<file path="src/rtl/count_capture.sv">
// ---------------------------------------------------------------------------
// count_capture
//
// Input-capture stage that sits behind a free-running up counter. The
// asynchronous event line is synchronised, the selected edge type is
// detected, and the counter value present on each event is queued in a small
// first-word-fall-through FIFO that a valid/ready consumer drains. Captures
// that arrive while the FIFO is full (and not being popped) are dropped and
// flagged in a sticky overflow bit.
//
// Optional feature, enabled by defining COUNT_CAPTURE_EPOCH_EN:
//   an epoch counter tracks counter wraps (previous count > current count),
//   every FIFO entry carries {epoch, count}, and the head epoch appears on
//   cap_epoch. Adds parameter EPOCH_W.
//
// Ports:
//   clk           sole clock, rising edge
//   clear         synchronous active-high reset
//   count         upstream counter value, synchronous to clk
//   event_in      asynchronous event line
//   edge_sel      00 disabled, 01 rising, 10 falling, 11 both
//   cap_valid     FIFO head valid
//   cap_ready     consumer accepts head
//   cap_data      FIFO head count value (0 when empty)
//   cap_epoch     FIFO head epoch (COUNT_CAPTURE_EPOCH_EN only)
//   fifo_level    number of entries held, 0..DEPTH
//   overflow      sticky: a capture was dropped
//   overflow_clr  clears overflow (a coincident new drop wins)
// ---------------------------------------------------------------------------
module count_capture #(
  parameter int WIDTH       = 4,
  parameter int DEPTH       = 4,
`ifdef COUNT_CAPTURE_EPOCH_EN
  parameter int SYNC_STAGES = 2,
  parameter int EPOCH_W     = 4
`else
  parameter int SYNC_STAGES = 2
`endif
) (
  input  logic                     clk,
  input  logic                     clear,
  input  logic [WIDTH-1:0]         count,
  input  logic                     event_in,
  input  logic [1:0]               edge_sel,
  output logic                     cap_valid,
  input  logic                     cap_ready,
  output logic [WIDTH-1:0]         cap_data,
`ifdef COUNT_CAPTURE_EPOCH_EN
  output logic [EPOCH_W-1:0]       cap_epoch,
`endif
  output logic [$clog2(DEPTH):0]   fifo_level,
  output logic                     overflow,
  input  logic                     overflow_clr
);

  localparam int PW  = $clog2(DEPTH);
  localparam int LW  = PW + 1;
  localparam int ACW = $clog2(SYNC_STAGES + 2);
`ifdef COUNT_CAPTURE_EPOCH_EN
  localparam int ENTRY_W = EPOCH_W + WIDTH;
`else
  localparam int ENTRY_W = WIDTH;
`endif

  typedef enum logic [1:0] {
    IDLE   = 2'd0,
    ARM    = 2'd1,
    ACTIVE = 2'd2
  } state_t;

  state_t                 state, state_nxt;
  logic [ACW-1:0]         arm_cnt, arm_cnt_nxt;

  logic [SYNC_STAGES-1:0] sync_ff;
  logic                   sync_q, prev;
  logic                   rise, fall, hit, capture;

  logic [ENTRY_W-1:0]     mem [DEPTH];
  logic [ENTRY_W-1:0]     wr_entry, head;
  logic [PW-1:0]          wr_ptr, rd_ptr;
  logic [LW-1:0]          level;
  logic                   full, push, pop, ovf_set;

  // ---------------- edge detection ----------------
  assign sync_q  = sync_ff[SYNC_STAGES-1];
  assign rise    = sync_q & ~prev;
  assign fall    = ~sync_q & prev;
  assign hit     = (rise & edge_sel[0]) | (fall & edge_sel[1]);
  assign capture = (state == ACTIVE) & hit;

  // ---------------- FSM next state ----------------
  // ARM waits SYNC_STAGES+1 cycles so the synchroniser and prev flop reflect
  // the current line level before captures are allowed; a level that was
  // already present therefore never looks like an edge.
  always_comb begin
    // NOTE: every always_comb output gets a default first so no path leaves
    // it unassigned, which would otherwise infer a latch.
    state_nxt   = state;
    arm_cnt_nxt = arm_cnt;
    case (state)
      IDLE: begin
        if (edge_sel != 2'b00) begin
          state_nxt   = ARM;
          arm_cnt_nxt = ACW'(SYNC_STAGES + 1);
        end
      end
      ARM: begin
        if (edge_sel == 2'b00)        state_nxt   = IDLE;
        else if (arm_cnt <= ACW'(1))  state_nxt   = ACTIVE;
        else                          arm_cnt_nxt = arm_cnt - 1'b1;
      end
      ACTIVE: begin
        if (edge_sel == 2'b00) state_nxt = IDLE;
      end
      default: state_nxt = IDLE;
    endcase
  end

  // ---------------- FIFO control ----------------
  assign cap_valid = (level != '0);
  assign full      = (level == LW'(DEPTH));
  assign pop       = cap_valid & cap_ready;
  // A full FIFO still accepts a capture when the head leaves in the same cycle.
  assign push      = capture & (~full | pop);
  assign ovf_set   = capture & full & ~pop;
  assign head      = mem[rd_ptr];

`ifdef COUNT_CAPTURE_EPOCH_EN
  logic [WIDTH-1:0]   count_q;
  logic [EPOCH_W-1:0] epoch_q, epoch_nxt;

  // A drop in count marks a wrap or an upstream clear. A capture in that same
  // cycle stores the already-incremented epoch.
  assign epoch_nxt = epoch_q + EPOCH_W'(count_q > count);
  assign wr_entry  = {epoch_nxt, count};
  assign cap_epoch = cap_valid ? head[ENTRY_W-1:WIDTH] : '0;

  always_ff @(posedge clk) begin
    if (clear) begin
      count_q <= '0;
      epoch_q <= '0;
    end else begin
      count_q <= count;
      epoch_q <= epoch_nxt;
    end
  end
`else
  assign wr_entry = count;
`endif

  // Stale storage is never exposed: the head reads as zero while empty.
  assign cap_data   = cap_valid ? head[WIDTH-1:0] : '0;
  assign fifo_level = level;

  // NOTE: storage has no reset; only the pointers and level define what is
  // valid, so clearing the array would buy nothing.
  always_ff @(posedge clk) begin
    if (push) mem[wr_ptr] <= wr_entry;
  end

  // ---------------- control registers ----------------
  always_ff @(posedge clk) begin
    // NOTE: sequential state uses non-blocking assignments so every register
    // samples pre-edge values regardless of statement order.
    if (clear) begin
      state    <= IDLE;
      arm_cnt  <= '0;
      sync_ff  <= '0;
      prev     <= 1'b0;
      wr_ptr   <= '0;
      rd_ptr   <= '0;
      level    <= '0;
      overflow <= 1'b0;
    end else begin
      state   <= state_nxt;
      arm_cnt <= arm_cnt_nxt;
      sync_ff <= {sync_ff[SYNC_STAGES-2:0], event_in};
      prev    <= sync_q;

      if (push) wr_ptr <= wr_ptr + 1'b1;
      if (pop)  rd_ptr <= rd_ptr + 1'b1;

      case ({push, pop})
        2'b10:   level <= level + 1'b1;
        2'b01:   level <= level - 1'b1;
        default: level <= level;
      endcase

      if (ovf_set)           overflow <= 1'b1;
      else if (overflow_clr) overflow <= 1'b0;
    end
  end

endmodule

</file>
<file path="config.mk">
export PLATFORM = sky130hd
export DESIGN_NAME = count_capture
export DESIGN_NICKNAME = d
export VERILOG_FILES = /design/src/rtl/count_capture.sv
export SDC_FILE = /design/constraint.sdc
export NUM_CORES = 1
export LEC_CHECK = 0
export CORE_MARGIN = 10
export CORE_UTILIZATION = 40
export DETAILED_ROUTE_END_ITERATION = 6
export PLACE_DENSITY_LB_ADDON = 0.25
export SYNTH_ARGS = -nofsm -noshare
export SYNTH_HDL_FRONTEND = slang
export SYNTH_SLANG_ARGS = --single-unit
</file>
<file path="constraint.sdc">
create_clock -name clk -period 5.2 [get_ports clk]
set_input_delay 1.56 -clock clk [delete_from_list [all_inputs] [get_ports clk]]
set_output_delay 1.56 -clock clk [all_outputs]
set_load 0.005 [all_outputs]
</file>
### Word-level counts from Yosys, hierarchy flattened

Memory sizes are Yosys's and may differ from the RTL's. A register that Yosys moved wholly into a read port is not among the register bits.
Index checks and enable logic that the tools add are counted.

| cells by class | value |
|---|---|
| reduce and logical (&&, ||, !) cells | 9 |
| muxes and demuxes | 17 |
| bitwise gates (word level) | 15 |
| add/sub/neg operators | 5 |
| order comparisons | 1 |
| equality and inequality tests | 10 |

Operator list:

| operator | number |
|---|---|
| 2-bit two-way mux | 9 |
| 1-bit bitwise AND | 9 |
| 2-bit nonzero test | 4 |
| 2-bit != test, second input constant | 3 |
| 2-bit one-hot mux with 3 select lines | 1 |
| 3-bit one-hot mux with 2 select lines | 1 |
| 2-bit by 1-bit adder with 2-bit output, second input constant | 2 |
| 2-bit by 1-bit equality test with 1-bit output, second input constant | 2 |
| 2-bit equality test, second input constant | 2 |
| 2-bit logical NOT | 2 |
| 1-bit two-way mux | 4 |
| 4-bit two-way mux | 1 |
| 1-bit inverter | 4 |
| 2-bit one-hot mux with 2 select lines | 1 |
| 4-bit AND reduction | 1 |
| 3-bit by 1-bit adder with 3-bit output, second input constant | 1 |
| 3-bit equality test, second input constant | 1 |
| 3-bit != test, second input constant | 1 |
| 3-bit AND reduction | 1 |
| 3-bit nonzero test | 1 |
| 3-bit by 1-bit subtractor with 3-bit output, second input constant | 1 |
| 2-bit by 1-bit less-or-equal comparator with 1-bit output, second input constant | 1 |
| 2-bit by 1-bit != test with 1-bit output, second input constant | 1 |
| 1-bit bitwise OR | 2 |
| 2-bit by 1-bit subtractor with 2-bit output, second input constant | 1 |

| storage, ports and cells | value |
|---|---|
| word-level logic and storage cells | 66 |
| memories kept | 1 |
| register bits after elaboration | 15 |
| input port bits | 11 |
| bits in writable memories | 16 |

Memories:

| name | words | width | rd ports | clocked after Yosys merged registers in | write ports | RTL line | source |
|---|---|---|---|---|---|---|---|
| mem | 4 | 4 | 1 | 1 | 1 | 78 | `logic [ENTRY_W-1:0] mem [DEPTH];` |

### Depth between registers and ports, before layout

Gate-level depths: netlist of run 1.

| logic depth | value |
|---|---|
| word-level depth | 8 |
| gate-level depth with buffers | 7 |
| gate-level depth less buffers | 7 |

### Worst setup path after synthesis of run 1

Ideal clock, no wire load.

| path | value |
|---|---|
| path kind | input to register |
| start point | input edge_sel[0] |
| end point | register level[2], in the netlist fifo_level[2] |
| library setup time | 0.121 ns |
| stages | 7 |
| arrival time | 2.975 ns |
| data required time | 5.079 ns |
| slack | 2.104 ns |
| path buffers | 0 |
| path through | nand3b_1 -> a21oi_1 -> nor2_1 -> fa_1 -> and2_1 -> a22oi_2 -> mux2_4 |

| on the way | value |
|---|---|
| longest elaborated chain between the ends | 6 |
| elaborated cells between the ends (all ways) | 8 |
| classes of those cells | 2 x eq/ne; 1 x mux; 4 x bitwise; 1 x reduce/logical |

Ends and longest elaborated chain:

| what | RTL line | source |
|---|---|---|
| start, declared | 44 | `input logic [1:0] edge_sel,` |
| 1-bit bitwise AND (*) | 88 | `assign hit = (rise & edge_sel[0]) \| (fall & edge_sel[1]);` |
| 1-bit bitwise OR (*) | 88 |  |
| 1-bit bitwise AND (*) | 89 | `assign capture = (state == ACTIVE) & hit;` |
| 1-bit bitwise AND (*) | 124 | `assign push = capture & (~full \| pop);` |
| 2-bit by 1-bit equality test with 1-bit output / 2-bit equality test (equally long branches) | 183 | `case ({push, pop})` |
| 3-bit one-hot mux with 2 select lines / 2-bit nonzero test (equally long branches) | - |  |
| end signal, assigned | 184 | `2'b10: level <= level + 1'b1;` |
| end signal, assigned | 185 | `2'b01: level <= level - 1'b1;` |
| end signal, assigned | 186 | `default: level <= level;` |
| end, declared | 81 | `logic [LW-1:0] level;` |

Every way passes the cells marked *; elsewhere a longest branch is shown, timed or not.
A chain may end at the register's enable or synchronous reset.

==> results of run 1 <==
per-stage QoR:
step	setup WS (ns)	total power [mW]
after floorplan	2.104	0.3891
after global routing	1.530	0.6096
after CTS	1.622	0.5818
after detailed placement	1.525	0.4494
final	1.662	0.5727
after global placement	1.565	0.4455
routing by layer:
layer	track usage	routed length, µm	vias to the layer above
li1	-	-	428
met1	0.09396	1078	433
met2	0.1292	1178	17
met3	0.04009	141	6
met4	0.04225	51	0
met5	0	0	-
flip-flops by register name, summed over array words and instances (netlist names), named ones only:
name and flops:
overflow 1, wr_ptr 2, sync_ff 2, state 2
prev 1, fifo_level 3, rd_ptr 2, arm_cnt 2
mem 16
cells by family after synthesis:
| group | count (synthesis) |
|---|---|
| AO/OA/AOI/OAI | 11 |
| AND/OR/NAND/NOR | 39 |
| buffers and inverters | 8 |
| adder cells (fa/ha/maj) | 6 |
| XOR/XNOR | 2 |
| flip-flops | 33 |
| multiplexers | 10 |
cell usage after synthesis (2+ instances only):
library cell,n
a211oi_1,2
a21oi_1,3
and2_1,5
clkbuf_1,2
dfxtp_1,17
edfxtp_1,16
ha_1,5
inv_1,6
mux2_4,2
mux2i_1,3
mux4_2,4
nand2b_1,3
nand3b_1,3
nor2_1,12
nor2b_1,11
xnor2_1,2
final cells by class:
type                       count  area, µm²  area share
clock buffer                   5      37.54     0.02160
clock inverter                 3      12.51    0.007199
inverter                       6      22.52     0.01296
multi-input combinational     68      596.8      0.3434
sequential                    33      820.8      0.4723
tap                           46      57.56     0.03312
timing repair buffer          19      190.2      0.1094
power breakdown:
group          switching, mW  internal, mW
combinational         0.0511        0.0823
clock                 0.0841        0.0488
sequential            0.0202         0.286
total                  0.155         0.417
worst max-delay path: cells and delay by family (launching register included):
kind,cells,cell delay (ns)
flops,1,0.50
simple gates,1,0.14
buf+inv,1,0.47
mux,1,0.53
worst max-delay path by stage:
stage / to / cells after the start
final: cap_data[2] / 3
after global routing: cap_data[3] / 3
after CTS: cap_data[2] / 3
after detailed placement: fifo_level[2] / 8
after global placement: fifo_level[2] / 8
after floorplan: fifo_level[2] / 7
==> results.md, run 1 <==
* Outcome: completed
* Die area at 6426 µm²
* Finished Layout Cells at 180
* Num CTS Buffers at 5
* Largest family of logic cells by synthesized area: simple AND/OR/NAND/NOR gates
* Dpl cells at about 170
* Post-Synth Adder-Cell Area at 0.05704
* Synth area leader: edfxtp_1
* Post-Syn Instances at 109
* Postcts setup bufs at 0
* Number of synthesized register bits at 33
* CTS tree: yes
* Post-route cell area at roughly 1700 µm²
* Number of synthesized flops with an enable pin at 16
* Crit path kind: reg -> out
* Longest Clk Path Bufs at 2
* CP max FO at 4
* Max_slew headroom at 0.5659
* Ys flop type: dfxtp_1
* Drt first pass iters at 4
* Clock-pin slew on the worst setup and hold paths at ~0.1 ns
* Worst slew pin tran at 0.6491 ns
* Core footprint at 3416 µm²
* Post-synth top area share at 0.3319
* Hold Crit Endpoint: sync_ff[1]
* Final ANT Viol Nets at 0
* Mux share of post-synthesis cell area at 0.1132
* Via/cell ratio at 4.911
* Most common cell after layout, fill and taps aside: clkdlybuf4s50_1
* WL/cell at roughly 14 µm
* Largest stage delay on the critical path at 0.53 ns
* Hold Path Stages at 1
* Fraction of registers with async set/reset at 0
* Simple-Gate Fraction of Synth Area at 0.1573
* Power Density at 329.5 nW/µm²
* Most frequent cells in the layout: clkdlybuf4s50_1, dfxtp_1, edfxtp_1, nor2_1, nor2b_1
* Tot GR Track Use at 0.08360
* Crit-path cells: mux4_2, nor2b_1, clkdlybuf4s50_1
* Vias at about 880
* Synthesized Nets at roughly 130
* Initial antenna violation count at 0
* Mapped Avg Cell Area at 13.28 µm²
* Fmax at 282.7 MHz
* Slew Viols, Final at 0
* Area Overhead vs Synth at 20.05%
* Final WL at ~2400 µm
* Mapped cell area at 1448 µm²
* Pin count of the biggest net entering global routing at 20
* I/O Pins at 20
* RR Endpoint: fifo_level[2]
* Share of layout cells above drive strength 1 at 0.1343
* Synth cell types at 29
* Final hold slack at approximately 0.45 ns
* Endpoints failing setup at 0
* Drc violations at 0
* Synth top area cells: edfxtp_1, dfxtp_1, mux4_2, nor2b_1, ha_1
* Max Cap Viol at 0
* Ys Warns at 0
* Sequential share of the synthesized area at 0.5670
* RSZ-0062 raised after global routing: false
* Hold WC Path Type: reg -> reg
* CTS sink cnt at 33
* Hold path start: sync_ff[0]
* Compound-Gate Fraction of Synth Area at 0.07260
* Final core occ at 0.5088
* Clock Tree Root: clkbuf_4
* R2R depth at 6
* Setup slack, reg-to-reg at 3.09 ns
* Peak VDD IR at 0.0001624 V
* Hold Vio Cnt, Final at 0
* CP Launch Type: flop
* H-tree levels at 2
* DRT iter0 DRCs at 77
* Fill cell count at 312
* Die Height at 80.16 µm
* Post-route minimum period at ~3.5 ns
* Layout Skew at 0.009550 ns
* Slowest cell on the critical path: mux4_2
* DP HPWL at between 1500 and 2000 µm
* Xor/xnor share of the synthesized area at 0.01210
* # hold bufs at CTS at 0
* Clock Latency Late Sink at ~0.34 ns
* Worst Path Arrival at 1.98 ns
* Placed Area at 1688 µm²
* Critical Path End Type: output pin
* Final period utilization at 0.6803
* Placer Congestion at 0.7497
* LEAKAGE at about 0.6 nW
* Worst reg2reg path startpoint: fifo_level[0]
* Fin nets at 150
* Diodes inserted at 0
* DIE WIDTH at roughly 80 µm
* Post-cts resize count at 0
* Setup TNS at 0 ns
* IO Port Bufs at 19
* Initial Util at 0.4238
* FP Rows at 21
* Grt total ovfl at 0
* First-pass GRT wire length at 4077 µm
* Vias in the first global route at 898
* Worst EP required at between 3 and 4 ns
No activity file was read; power rests on OpenSTA's default activity.
==> run 2: changes to the inputs <==
Clock period 5.2 ns to 2.84 ns, I/O delays scaled along.
==> results.md, run 2 (synthesized netlist as in run 1, its figures left out) <==
* Vias at 891 (+0.79%)
* WL/cell at 14.47 µm (+6.3%)
* Power Density at 616.7 nW/µm² (+87%)
* Share of layout cells above drive strength 1 at 0.1667 (+0.03234)
* Crit path kind: reg -> out
* Max reg flops at 16 (unchanged)
* CTS tree: yes
* I/O Pins at 20 (unchanged)
* Layout Skew at 0.008459 ns (-0.001092 ns)
* Clock Latency Late Sink at 0.33 ns (about the same)
* Finished Layout Cells at 184 (+2.2%)
* Dpl cells at 176 (+2.3%)
* CTS sink cnt at 33 (unchanged)
* RSZ-0062 raised after global routing: false
* Max_slew headroom at 0.6236 (+0.05773)
* Diodes inserted at 0 (unchanged)
* Most flops, register: mem
* Die area at 6426 µm² (unchanged)
* Setup ws final at 0.1378 ns (-1.524 ns)
* Clock Tree Root: clkbuf_4
* DP HPWL at 2016 µm (+12%)
* CP max FO at 4 (unchanged)
* Vias in the first global route at 905 (+0.78%)
* Via/cell ratio at 4.842 (-1.4%)
* Grt total ovfl at 0 (unchanged)
* Max Cap Viol at 0 (unchanged)
* Initial Util at 0.4238 (unchanged)
* LEAKAGE at 0.6318 nW (+3.3%)
* Outcome: completed
* Most common cell after layout, fill and taps aside: clkdlybuf4s50_1
* Num CTS Buffers at 5 (unchanged)
* H-tree levels at 2 (unchanged)
* FP Rows at 21 (unchanged)
* Post-cts resize count at 1 (+1)
* Final ANT Viol Nets at 0 (unchanged)
* Fill cell count at 306 (-1.9%)
* Pin count of the biggest net entering global routing at 11 (-45%)
* Overall power at 1.097 mW (+91%)
* Worst slew pin tran at 0.5612 ns (-0.08795 ns)
* Clock-pin slew on the worst setup and hold paths at 0.10 ns (about the same)
* Final period utilization at 0.9515
* Longest Clk Path Bufs at 2 (unchanged)
* Post-route minimum period at 2.702 ns
* Critical Path End Type: output pin
* Core footprint at 3416 µm² (unchanged)
* Drt first pass iters at 4 (unchanged)
* Postcts setup bufs at 0 (unchanged)
* Die Height at 80.16 µm (unchanged)
* CP Launch Type: flop
* Endpoints failing setup at 0 (unchanged)
* Worst Path Arrival at 1.85 ns (-0.13 ns)
* Worst EP required at 1.99 ns (-1.65 ns)
* IO Port Bufs at 19 (unchanged)
* Tot GR Track Use at 0.09198 (+0.008374)
* Final WL at 2662 µm (+8.7%)
* Placer Congestion at 0.7714 (+2.9%)
* Post-route cell area at 1778 µm² (+2.3%)
* Hold WC Path Type: reg -> reg
* DRT iter0 DRCs at 49 (-36%)
* Pre-CTS setup slack at -0.02725 ns (-1.552 ns)
* Area Overhead vs Synth at 22.82%
* Slew Viols, Final at 0 (unchanged)
* Hold Vio Cnt, Final at 0 (unchanged)
* # hold bufs at CTS at 0 (unchanged)
* Drc violations at 0 (unchanged)
* Fin nets at 154 (+2.7%)
* DIE WIDTH at 80.16 µm (unchanged)
* Fmax at 370.1 MHz
* Peak VDD IR at 0.0003698 V (+130%)
* Initial antenna violation count at 0 (unchanged)
* Placed Area at 1718 µm² (+1.8%)
* Most frequent cells in the layout: clkdlybuf4s50_1, dfxtp_1, edfxtp_1, nor2_1, nor2b_1
* First-pass GRT wire length at 4422 µm (+8.5%)
* Final core occ at 0.5205 (+0.01172)
* Final hold slack at 0.4437 ns (-0.002885 ns)
* Setup TNS at 0 ns (unchanged)
## run 2: cell count changes in the layout (fill, tap and decap cells not counted), sizes merged
cell,previous run,this run
buf,0,4
clkbuf,5,8
clkinv,3,0
## run 2: final cells by class
cell class / instances / area (µm²) / area share
Sequential cell: 33 / 822.0 / 0.4623
Tap cell: 46 / 57.56 / 0.03237
Clock buffer: 8 / 58.81 / 0.03308
Multi-Input combinational cell: 68 / 596.8 / 0.3357
Timing Repair Buffer: 23 / 220.2 / 0.1239
Inverter: 6 / 22.52 / 0.01267
## run 2: final timing paths
path | startpoint | to | slack, ns | depth (start not counted)
setup reg to reg | fifo_level[0] | fifo_level[2] | 0.72 | 6
hold / removal | sync_ff[0] | sync_ff[1] | 0.44 | 1
setup / recovery | flop | cap_data[2] | 0.14 | 3
hold reg to reg | sync_ff[0] | sync_ff[1] | 0.44 | 1
## run 2: critical path: stages (launching register included)
cell,delay [ns]
dfxtp_2,0.43
mux4_2,0.51
nor2b_1,0.15
clkdlybuf4s50_1,0.44
## run 2: power breakdown
group          total, mW  switching (mW)  internal, mW
clock network      0.274           0.152         0.122
registers          0.562          0.0373         0.525
logic              0.260          0.0984         0.162
## run 2: metal layers
layer | routed length, µm | part of all wire | GRT usage | vias to the layer above
met5 | 0 | 0 | 0 | -
met2 | 1316 | 0.49 | 0.1461 | 20
li1 | - | - | - | 440
met3 | 175 | 0.066 | 0.04566 | 5
met1 | 1114 | 0.42 | 0.09888 | 426
met4 | 55 | 0.021 | 0.04754 | 0
